`config.mk`:
```
export PLATFORM = sky130hd
export DESIGN_NAME = id_ex_pipe_reg
export DESIGN_NICKNAME = d
export VERILOG_FILES = /design/src/rtl/pipe_pkg.sv /design/src/rtl/load_use_detect.sv /design/src/rtl/id_ex_pipe_reg.sv
export SDC_FILE = /design/constraint.sdc
export NUM_CORES = 1
export LEC_CHECK = 0
export CORE_AREA = 2 2 196 198
export DETAILED_ROUTE_END_ITERATION = 16
export DIE_AREA = 0 0 198 200
export PLACE_DENSITY = 0.54
export SYNTH_ARGS = -nofsm -noshare
export SYNTH_HDL_FRONTEND = slang
export SYNTH_SLANG_ARGS = --single-unit
```
`constraint.sdc`:
```
create_clock -name CLK -period 3.72 [get_ports CLK]
set_input_delay 0.372 -clock CLK [delete_from_list [all_inputs] [get_ports CLK]]
set_output_delay 0.372 -clock CLK [all_outputs]
set_load 0.02 [all_outputs]
```
`src/rtl/pipe_pkg.sv`:
```
// Shared pipeline definitions: control bundle layout and architectural constants.
// Used by the ID/EX register and later pipeline-register generations.
package pipe_pkg;

    localparam int CTRL_W       = 9;
    localparam int ZERO_REG_DEF = 31;

    localparam int CTRL_REG2LOC  = 8;
    localparam int CTRL_ALUSRC   = 7;
    localparam int CTRL_MEMREAD  = 6;
    localparam int CTRL_MEMWRITE = 5;
    localparam int CTRL_REGWRITE = 4;
    localparam int CTRL_MEM2REG  = 3;
    localparam int CTRL_BRANCH   = 2;
    localparam int CTRL_ALUOP_HI = 1;
    localparam int CTRL_ALUOP_LO = 0;

    typedef struct packed {
        logic       reg2loc;
        logic       alu_src;
        logic       mem_read;
        logic       mem_write;
        logic       reg_write;
        logic       mem2reg;
        logic       branch;
        logic [1:0] alu_op;
    } ctrl_t;

endpackage

```
`src/rtl/load_use_detect.sv`:
```
// Load-use hazard compare: EX holds a load whose destination a valid ID instruction reads.
// Purely combinational; XZR destinations never hazard.
module load_use_detect #(
    parameter int REG_ADDR_W = 5,
    parameter int ZERO_REG   = 31
) (
    input  logic                  id_valid,
    input  logic                  ex_valid,
    input  logic                  ex_mem_read,
    input  logic [REG_ADDR_W-1:0] ex_wr_reg,
    input  logic [REG_ADDR_W-1:0] rd_reg_a,
    input  logic [REG_ADDR_W-1:0] rd_reg_b,
    input  logic                  uses_b,
    output logic                  hazard
);

    logic match_a;
    logic match_b;
    logic dst_real;

    assign dst_real = (ex_wr_reg != REG_ADDR_W'(ZERO_REG));
    assign match_a  = (ex_wr_reg == rd_reg_a);
    assign match_b  = uses_b && (ex_wr_reg == rd_reg_b);
    assign hazard   = id_valid && ex_valid && ex_mem_read && dst_real && (match_a || match_b);

endmodule

```
`src/rtl/id_ex_pipe_reg.sv`:
```
// ID/EX pipeline register with valid tracking, load-use bubble insertion and deferred flush.
// Latency: one cycle input to output; stall_in holds every field, flush arriving under stall is remembered.
// Backpressure: hazard_stall_out freezes PC and IF/ID while a load-use bubble is inserted.
module id_ex_pipe_reg
    import pipe_pkg::*;
#(
    parameter int DATA_W     = 64,
    parameter int IMM_IN_W   = 32,
    parameter int PC_W       = 32,
    parameter int REG_ADDR_W = 5,
    parameter int ALUCTL_W   = 11,
    parameter int ZERO_REG   = ZERO_REG_DEF,
    parameter int CNT_W      = 16
) (
    input  logic                  CLK,
    input  logic                  RESET,
    input  logic                  stall_in,
    input  logic                  flush_in,
    input  logic                  id_valid_in,
    input  logic [CTRL_W-1:0]     ctrl_in,
    input  logic [DATA_W-1:0]     reg_a_in,
    input  logic [DATA_W-1:0]     reg_b_in,
    input  logic [IMM_IN_W-1:0]   imm_in,
    input  logic [PC_W-1:0]       pc_in,
    input  logic [ALUCTL_W-1:0]   alu_ctl_in,
    input  logic [REG_ADDR_W-1:0] wr_reg_in,
    input  logic [REG_ADDR_W-1:0] rd_reg_a_in,
    input  logic [REG_ADDR_W-1:0] rd_reg_b_in,
    input  logic                  uses_b_in,
    output logic                  ex_valid_out,
    output logic [CTRL_W-1:0]     ctrl_out,
    output logic [DATA_W-1:0]     reg_a_out,
    output logic [DATA_W-1:0]     reg_b_out,
    output logic [DATA_W-1:0]     imm_out,
    output logic [PC_W-1:0]       pc_out,
    output logic [ALUCTL_W-1:0]   alu_ctl_out,
    output logic [REG_ADDR_W-1:0] wr_reg_out,
    output logic [REG_ADDR_W-1:0] rd_reg_a_out,
    output logic [REG_ADDR_W-1:0] rd_reg_b_out,
    output logic                  hazard_stall_out,
    output logic [CNT_W-1:0]      bubble_cnt_out
);

    ctrl_t             ctrl_q;
    logic              flush_pend;
    logic              flush_eff;
    logic              hazard;
    logic              bubble;
    logic [DATA_W-1:0] imm_sext;

    assign ctrl_out  = ctrl_q;
    assign flush_eff = flush_in || flush_pend;
    assign bubble    = flush_eff || hazard;
    assign imm_sext  = {{(DATA_W-IMM_IN_W){imm_in[IMM_IN_W-1]}}, imm_in};

    load_use_detect #(
        .REG_ADDR_W (REG_ADDR_W),
        .ZERO_REG   (ZERO_REG)
    ) u_load_use (
        .id_valid    (id_valid_in),
        .ex_valid    (ex_valid_out),
        .ex_mem_read (ctrl_out[CTRL_MEMREAD]),
        .ex_wr_reg   (wr_reg_out),
        .rd_reg_a    (rd_reg_a_in),
        .rd_reg_b    (rd_reg_b_in),
        .uses_b      (uses_b_in),
        .hazard      (hazard)
    );

    // Under stall the front end is already frozen, and a flush discards the ID instruction anyway.
    assign hazard_stall_out = hazard && !stall_in && !flush_eff;

    always_ff @(posedge CLK) begin
        if (RESET) begin
            ex_valid_out   <= 1'b0;
            ctrl_q         <= '0;
            reg_a_out      <= '0;
            reg_b_out      <= '0;
            imm_out        <= '0;
            pc_out         <= '0;
            alu_ctl_out    <= '0;
            wr_reg_out     <= '0;
            rd_reg_a_out   <= '0;
            rd_reg_b_out   <= '0;
            flush_pend     <= 1'b0;
            bubble_cnt_out <= '0;
        end else if (stall_in) begin
            if (flush_in) begin
                flush_pend <= 1'b1;
            end
        end else begin
            reg_a_out    <= reg_a_in;
            reg_b_out    <= reg_b_in;
            imm_out      <= imm_sext;
            pc_out       <= pc_in;
            alu_ctl_out  <= alu_ctl_in;
            wr_reg_out   <= wr_reg_in;
            rd_reg_a_out <= rd_reg_a_in;
            rd_reg_b_out <= rd_reg_b_in;
            flush_pend   <= 1'b0;
            if (bubble) begin
                ex_valid_out <= 1'b0;
                ctrl_q       <= '0;
                if (id_valid_in && (bubble_cnt_out != {CNT_W{1'b1}})) begin
                    bubble_cnt_out <= bubble_cnt_out + 1'b1;
                end
            end else begin
                ex_valid_out <= id_valid_in;
                ctrl_q       <= id_valid_in ? ctrl_t'(ctrl_in) : ctrl_t'('0);
            end
        end
    end

endmodule

```
# After elaboration in Yosys (flattened, before gate mapping)
# Cells that the tools add are included.
[word_totals]
reg_bits = 245
inputBits = 233
out_inout_bits = 277
elab_cells = 43
[classes]
add_sub_neg = 1
eq_ne = 4
n_mux = 3
bitwise = 1
reduce_logical = 15
[op_table]
columns = ["op", "n"]
rows = [
  ["2-to-1 mux 9 bit", 2],
  ["adder 16 x 1 -> 16 bit, second input constant", 1],
  ["inequality test 16 bit, second input constant", 1],
  ["equality test 5 bit", 2],
  ["logical AND 1 bit", 8],
  ["inequality test 5 bit, second input constant", 1],
  ["logical OR 1 bit", 3],
  ["AND reduction 3 bit", 1],
  ["logical NOT 1 bit", 2],
  ["OR reduction 2 bit", 1],
  ["2-to-1 mux 1 bit", 1],
  ["inverter 1 bit", 1],
]

# Logic depth before layout (Yosys ltp)
[depth]
word_depth = 6
mapped_depth = 9
ltp_nobuf = 6

# Modules after synthesis
# From an unflattened synthesis, not the netlist that was laid out.
[hier_totals]
cells_unflattened = 886
area_unflattened_um2 = 9143.8
[modules_own_cells]
columns = ["module", "instances", "cells_each", "area_each_um2", "seq_area_each_um2"]
rows = [
  ["id_ex_pipe_reg", 1, 868, 9012.4, 4904.7],
  ["load_use_detect", 1, 18, 131.4, 0.0],
]

# Least setup slack after synthesis
# OpenSTA, ideal clock, no wires.
[synth_path]
path_type = "input-to-output"
from = "in stall_in"
to = "out hazard_stall_out"
arrival_ns = 1.748
t_required_ns = 3.348
setup_slack_ns = 1.600
cell_stages = 4
n_path_buf = 3
cell_sequence = "clkbuf_1 buf_2 buf_1 nor4_1"
[synth_via]
elab_chain_len = 3
[synth_lines]
columns = ["element", "line_no", "text"]
rows = [
  ["start: declaration", "id_ex_pipe_reg.sv:17", "input logic stall_in,"],
  ["logical NOT 1 bit", "id_ex_pipe_reg.sv:71", "assign hazard_stall_out = hazard && !stall_in && !flush_eff;"],
  ["logical AND 1 bit (2 in series)", "id_ex_pipe_reg.sv:71", ""],
  ["end: declaration", "id_ex_pipe_reg.sv:40", "output logic hazard_stall_out,"],
]
# Every way passes these cells.

# Worst setup path after layout
[layout_path]
from = "reg wr_reg_out[3]"
to = "out hazard_stall_out"
[layout_via]
elab_chain_len = 6
word_cells_on_any_way = 9
cone_classes = "eq/ne (3); reduce/logical (6)"
[layout_lines]
columns = ["element", "line_no", "text"]
rows = [
  ["start: declaration", "id_ex_pipe_reg.sv:37", "output logic [REG_ADDR_W-1:0] wr_reg_out,"],
  ["start signal: assignment", "id_ex_pipe_reg.sv:97", "wr_reg_out <= wr_reg_in;"],
  ["equality test 5 bit", "load_use_detect.sv:23", "assign match_b = uses_b && (ex_wr_reg == rd_reg_b);"],
  ["logical AND 1 bit", "load_use_detect.sv:23", ""],
  ["logical OR 1 bit", "load_use_detect.sv:24", "assign hazard = id_valid && ex_valid && ex_mem_read && dst_real && (match_a || match_b);"],
  ["logical AND 1 bit (*)", "load_use_detect.sv:24", ""],
  ["logical AND 1 bit (*) (2 in series)", "id_ex_pipe_reg.sv:71", ""],
]
# Mark *: on every way between the ends. The rest lies on a longest branch, timed or not.

==> results.cfg <==
[run_status]
status = finished clean

[logic_synthesis]
yosysUniqueCellTypes = 38
synthCells = 878
synth_area_leaders = dfxtp_1 (54%), mux2i_1 (24%), nor2_1 (9.3%), buf_4 (2.7%), clkbuf_1 (1.2%)
synthTopCellsByCount = dfxtp_1 (245), nor2_1 (225), mux2i_1 (219)
yosys.area.top_type = dfxtp_1
yosysMostFrequentCell = dfxtp_1
ys.flop_type = dfxtp_1
syn-num-nets = 1112
synth_top_cell_area_share = 0.539
yosys_warnings = 0
synthArstFlopShare = 0
synthesis.area_um2 = 9110
avgSynthCellArea_um2 = 10.4
synth-edff-count = 0
synth_seq_cells = 245
yosysSeqAreaShare = 0.539

[global_route]
grt_remaining_overflow = 0
grt_use_met3 = 0.0470
groute.usage.overall = 0.143
grt_util_met2 = 0.258
grt_pass1_vias = 7582
grt_use_met1 = 0.161
antenna_found_initial = 1
grt_pass1_wl_um = 44100
grt_max_degree = 120
grt-busiest-layer = met2

[timing]
fin_ws_ns = 0.694
worst_pin_slew_ns = 0.934
period_share = 0.813
finalCriticalPeriod_ns = 3.03
max_freq_mhz = 330
relSlewSlack = 0.377
finalHoldViolCount = 0
drv_slew = 0
tns_ns = 0
fin_skew_ns = 0.0209
rsz0062_at_grt = false
finalSetupViolCount = 0

[final_layout]
final_nets = 1570
fillCellCount = 3700
drive_above_1_share = 0.0464
syn_to_final_growth_pct = 69.6
fin_cells = 1870

[floorplan]
io_pins = 510
core_um2 = 37400
die_w_um = 198
rows = 71
dieHeight_um = 200
start_util = 0.243
die_area_um2 = 39600

[cts]
clk_pin_slew_worst_paths_ns = 0.06
clockRootBuffer = clkbuf_16
htreeDepth = 1
cts_tree = yes
cts_buffer_depth = 3
cts_resized = 0
cts_setup_buffers = 0
cts-buffers-inserted = 30
cts_hold_buffers = 0
clk_latency_ns = 0.56
clock-sinks = 245

[drt]
drtIter0Drc = 211
post_drt_via_cell_ratio = 4.13
dr.pass1.iters = 4
wire_per_inst_um = 16.3
routed_wl_um = 30400
drc = 0
routed-via-count = 7720
antenna_left = 0

[power]
vdd_drop_max_v = 0.000381
power_density_nw_per_um2 = 449
p_leak_uw = 0.00632

[setup_path]
cp.required_ns = 3.35
crit_fanout = 5
cp-end-kind = output port
arrival_ns = 2.65
timing.rr.end = bubble_cnt_out[13]
crit_type = flop to output port
cp-start-kind = flop
r2r_setup_slack_ns = 1.41
rr_startpoint = wr_reg_out[3]
r2r_cells = 6

[worst_hold_path]
hp-class = primary input to flop
hold_path_end = bubble_cnt_out[1]
min_path_cells = 2
hold_start = RESET

[run]
cap_violations = 0

[placed_design]
port_buffers = 509
hpwl_um = 22000
preCtsSetupSlack_ns = 0.797
dp_cells = 1815
routabilityCongestion = 0.755
-- cell usage in the layout, fill, tap and decap left out, types with 5 or more instances in the layout --
master and instances:
clkdlybuf4s50_1 507, dfxtp_1 245, nor2_1 225, mux2i_1 219
clkbuf_16 30, a21oi_1 11, xnor2_1 10, nand2_1 10
or3_1 9, a22o_1 9, clkbuf_8 9, o21ai_0 8
clkbuf_1 7, nand3_1 5, nand4_1 5, nor2b_1 5
-- worst max path at each step --
stage	from	to	cells past startpoint
floorplan	stall_in	hazard_stall_out	4
global placement	rd_reg_a_in[1]	hazard_stall_out	7
detailed placement	rd_reg_b_in[2]	hazard_stall_out	7
CTS	wr_reg_out[2]	hazard_stall_out	6
global route	wr_reg_out[3]	hazard_stall_out	6
finish	wr_reg_out[3]	hazard_stall_out	6
-- logic make-up after synthesis --
family,Yosys count,synth area share
compound gates,37,0.0282
mux,222,0.244
buf+inv,91,0.0537
simple gates,271,0.123
flops,245,0.539
xor+xnor,11,0.0106
fa+ha+maj,1,0.00137
-- worst max-delay path, cell delays in order (launching register included) --
cell	delay, ns
dfxtp_1	0.46
xnor2_1	0.15
nand4_1	0.12
o22ai_1	0.39
nand2_1	0.12
nor4_1	0.19
clkdlybuf4s50_1	0.66
-- per-stage QoR --
step | hold slack [ns] | power, uW | utilization | area [um2]
2_1_floorplan | 0.465 | 3440 | - | 9110
5_1_grt | 0.282 | 7240 | 0.413 | 15400
4_1_cts | 0.256 | 7070 | 0.413 | 15400
3_3_place_gp | 0.457 | 4060 | 0.386 | 14400
6_report | 0.283 | 6930 | 0.413 | 15400
3_5_place_dp | 0.454 | 4070 | 0.386 | 14400
-- registers in the layout, indices dropped and copies added (netlist names), 9 cells and up --
register / cells
bubble_cnt_out: 16
reg_b_out: 64
alu_ctl_out: 11
imm_out: 32
pc_out: 32
reg_a_out: 64
ctrl_out: 9
-- cell type report --
type	instances	area [um2]	share of cell area
Inverter	2	7.51	0.000486
Antenna cell	1	2.50	0.000162
Multi-Input combinational cell	542	3710	0.240
Timing Repair Buffer	515	5170	0.335
Tap cell	511	639	0.0414
Sequential cell	245	4900	0.318
Clock buffer	46	901	0.0583
Clock inverter	8	106	0.00689
-- report_power, final --
part,leakage [uW],switching (uW),internal (uW)
Combinational,0.00381,520,630
Sequential,0.00202,82.1,2770
Clock,0.000490,1130,1790
Total,0.00632,1740,5190
-- routing by layer --
layer	wire (um)	share of wire
met2	15500	0.51
met3	2420	0.080
met1	11900	0.39
met4	627	0.021
met5	0	0
Note: power is estimated with default switching activity, not from simulation.
==> RTL change, RTL diff (config.mk and constraints unchanged) <==
Put one more register stage on the output `bubble_cnt_out`. The value now appears one clock later. The other outputs are not delayed to match.
--- a/src/rtl/id_ex_pipe_reg.sv
+++ b/src/rtl/id_ex_pipe_reg.sv
@@ -41,6 +41,8 @@
     output logic [CNT_W-1:0]      bubble_cnt_out
 );
 
+    logic [CNT_W-1:0] bubble_cnt_s0;
+
     ctrl_t             ctrl_q;
     logic              flush_pend;
     logic              flush_eff;
@@ -83,7 +85,7 @@
             rd_reg_a_out   <= '0;
             rd_reg_b_out   <= '0;
             flush_pend     <= 1'b0;
-            bubble_cnt_out <= '0;
+            bubble_cnt_s0 <= '0;
         end else if (stall_in) begin
             if (flush_in) begin
                 flush_pend <= 1'b1;
@@ -101,8 +103,8 @@
             if (bubble) begin
                 ex_valid_out <= 1'b0;
                 ctrl_q       <= '0;
-                if (id_valid_in && (bubble_cnt_out != {CNT_W{1'b1}})) begin
-                    bubble_cnt_out <= bubble_cnt_out + 1'b1;
+                if (id_valid_in && (bubble_cnt_s0 != {CNT_W{1'b1}})) begin
+                    bubble_cnt_s0 <= bubble_cnt_s0 + 1'b1;
                 end
             end else begin
                 ex_valid_out <= id_valid_in;
@@ -111,5 +113,9 @@
         end
     end
 
+    always_ff @(posedge CLK) begin
+        bubble_cnt_out <= bubble_cnt_s0;
+    end
+
 endmodule
 
Function: changed (Yosys sat finds a counterexample within 4 cycles, from zero or initial values and one cycle with RESET high).
==> RTL change against the original RTL <==
- final cell count up 1.3%
- non-clock buffer count is 1 lower
- synthesized cell count is 2.7% higher
- largest power group unchanged
- maximum frequency shrank 3.5%
- clock skew down 0.015 ns
- cell area grew 3.4%
- worst setup slack got worse by 0.11 ns
- wire length increased by 3.4%
- sequential cell count increased by 16
- first-iteration DRC count up 7.6%
- power grew 8.5%
- count of clock-buffer cells in the layout fell by 6
- critical path depth unchanged
- synthesized area increased by 4.6%
==> RTL change: results (changes against the original RTL) <==
CTS
  • CTS Buffer Depth: 3 (unchanged)
  • Reg clk slew, reported paths: 0.06 ns (about the same)
  • Num CTS Buffers: 31 (+3.3%)
  • Clock latency on the worst-skew pair: 0.56 ns (about the same)
  • CTS root buffer: clkbuf_16
  • H-Tree Depth: 1 (unchanged)
  • Post-CTS sizing: 0 (unchanged)
  • Post-CTS setup buffers: 0 (unchanged)

Finish
  • Diode count: 0 (-1)
  • Final #Nets: 1592 (+1.4%)
  • Fillers: 3590 (-3.0%)
  • Top Registers: reg_a_out: 64 flops, reg_b_out: 64 flops
  • Share of cells above drive strength 1: 0.04989 (+0.003500)

GRT
  • Largest net degree at the start of global routing: 115 (-4.2%)
  • Vias in the first global route: 7726 (+1.9%)
  • Initial antenna violation count: 1 (unchanged)
  • GR Util All Layers: 0.1474 (+0.004686)
  • First-pass GRT wire length: 45.75 mm (+3.8%)

Timing
  • Slew HR: 0.2702 (-0.1064)
  • Hold slack: 0.2485 ns (-0.03458 ns)
  • Clock skew: 0.005469 ns (-0.01538 ns)
  • Final WS setup: 0.5843 ns (-0.1098 ns)

Place
  • GPL Wtd Cong: 0.7822 (+3.6%)
  • Worst slack at placement: 0.8114 ns (+0.01393 ns)
  • Area after DPL: 14830 sq um (+2.8%)
  • Port Buf Inserts: 509 (unchanged)
  • HPWL after detailed placement: 22.71 mm (+3.1%)

Power and ir drop
  • Leakage: 6.525 nW (+3.3%)
  • Worst IR Drop VDD: 0.0003256 V (-14%)

Setup path
  • R2R depth: 6 (unchanged)
  • Worst Setup SP: wr_reg_out[3]$_SDFFE_PP0N_
  • R2r setup slk: 1.29 ns (-0.12 ns)
  • Crit path DAT: 2.76 ns (+0.11 ns)
  • Critical path peak fanout: 5 (unchanged)
  • Reg-to-reg endpoint: bubble_cnt_s0[15]$_SDFFE_PP0P_
  • Critical path endpoint: hazard_stall_out
  • Worst R2R Start: bubble_cnt_s0[0]$_SDFFE_PP0P_

Route
  • Drt pass-1 iters: 4 (unchanged)
  • Initial DRC Count: 227 (+7.6%)
  • Wire length per cell: 16.59 microns (+2.1%)
  • Vias/cell: 4.208 (+1.9%)

Synthesis
  • Distinct cells, synth: 38 (unchanged)
  • Register area share after synthesis: 0.5483 (+0.009710)
  • Asr flop ratio synth: 0 (unchanged)
  • Top cells by area, synth: dfxtp_1 55%, mux2i_1 23%, nor2_1 8.8%
  • Main synth FF type: dfxtp_1
  • Post-synth top cells: 261 x dfxtp_1, 224 x nor2_1, 218 x mux2i_1
  • Syn_nets: 1136 (+2.2%)
  • Number of warnings issued by yosys: 0 (unchanged)

Hold path
  • Min-Delay Endpoint: reg_a_out[33]$_SDFFE_PP0N_
  • Hold_sp: RESET
  • Hold Crit Class: in -> reg
  • Hold path cells: 2 (unchanged)

Status
  • Status: finished clean
## RTL change: routing by layer
layer,share of wire,wire (microns),GRT usage
met3,0.073,2291,0.04738
met2,0.49,15460,0.2531
met5,0.00025,8,0
met4,0.024,768,0.03926
met1,0.41,12890,0.1779
## RTL change: critical path: stages, from the launching register on
cell and delay [ns]:
dfxtp_1 0.50, xnor2_1 0.17, nand3_1 0.18, o22ai_1 0.39
nand2_1 0.09, nor3_1 0.23, clkdlybuf4s50_1 0.65
## RTL change: final cells by class
cell class                      count  area, sq um  area share
Inverter                            1        3.754   0.0002351
Timing Repair Buffer              514         5164      0.3234
Tap cell                          511        639.4     0.04004
Multi-Input combinational cell    549         3802      0.2381
Sequential cell                   261         5225      0.3272
Clock inverter                     18        272.8     0.01708
Clock buffer                       40        859.6     0.05384
## RTL change: cell families after synthesis
group | after synthesis | share of synthesized area
simple gates | 276 | 0.1216
flops | 261 | 0.5483
mux | 221 | 0.2325
buf+inv | 92 | 0.05265
compound gates | 41 | 0.03440
xor+xnor | 10 | 0.009191
fa+ha+maj | 1 | 0.001313
## RTL change: where the power goes
part	leakage, nW	switching, W	internal (W)
Clock	0.565	0.00122	0.00211
Sequential	2.15	0.0000854	0.00294
Combinational	3.81	0.000530	0.000632
Total	6.52	0.00184	0.00568
## RTL change: through the flow
stage | util | std cells | total power [W]
finish | 0.4269 | 1894 | 0.007519
floorplan | - | 902 | 0.003623
global placement | 0.3966 | 1836 | 0.004251
CTS | 0.4269 | 1894 | 0.007658
global route | 0.4269 | 1894 | 0.007831
detailed placement | 0.3966 | 1836 | 0.004260
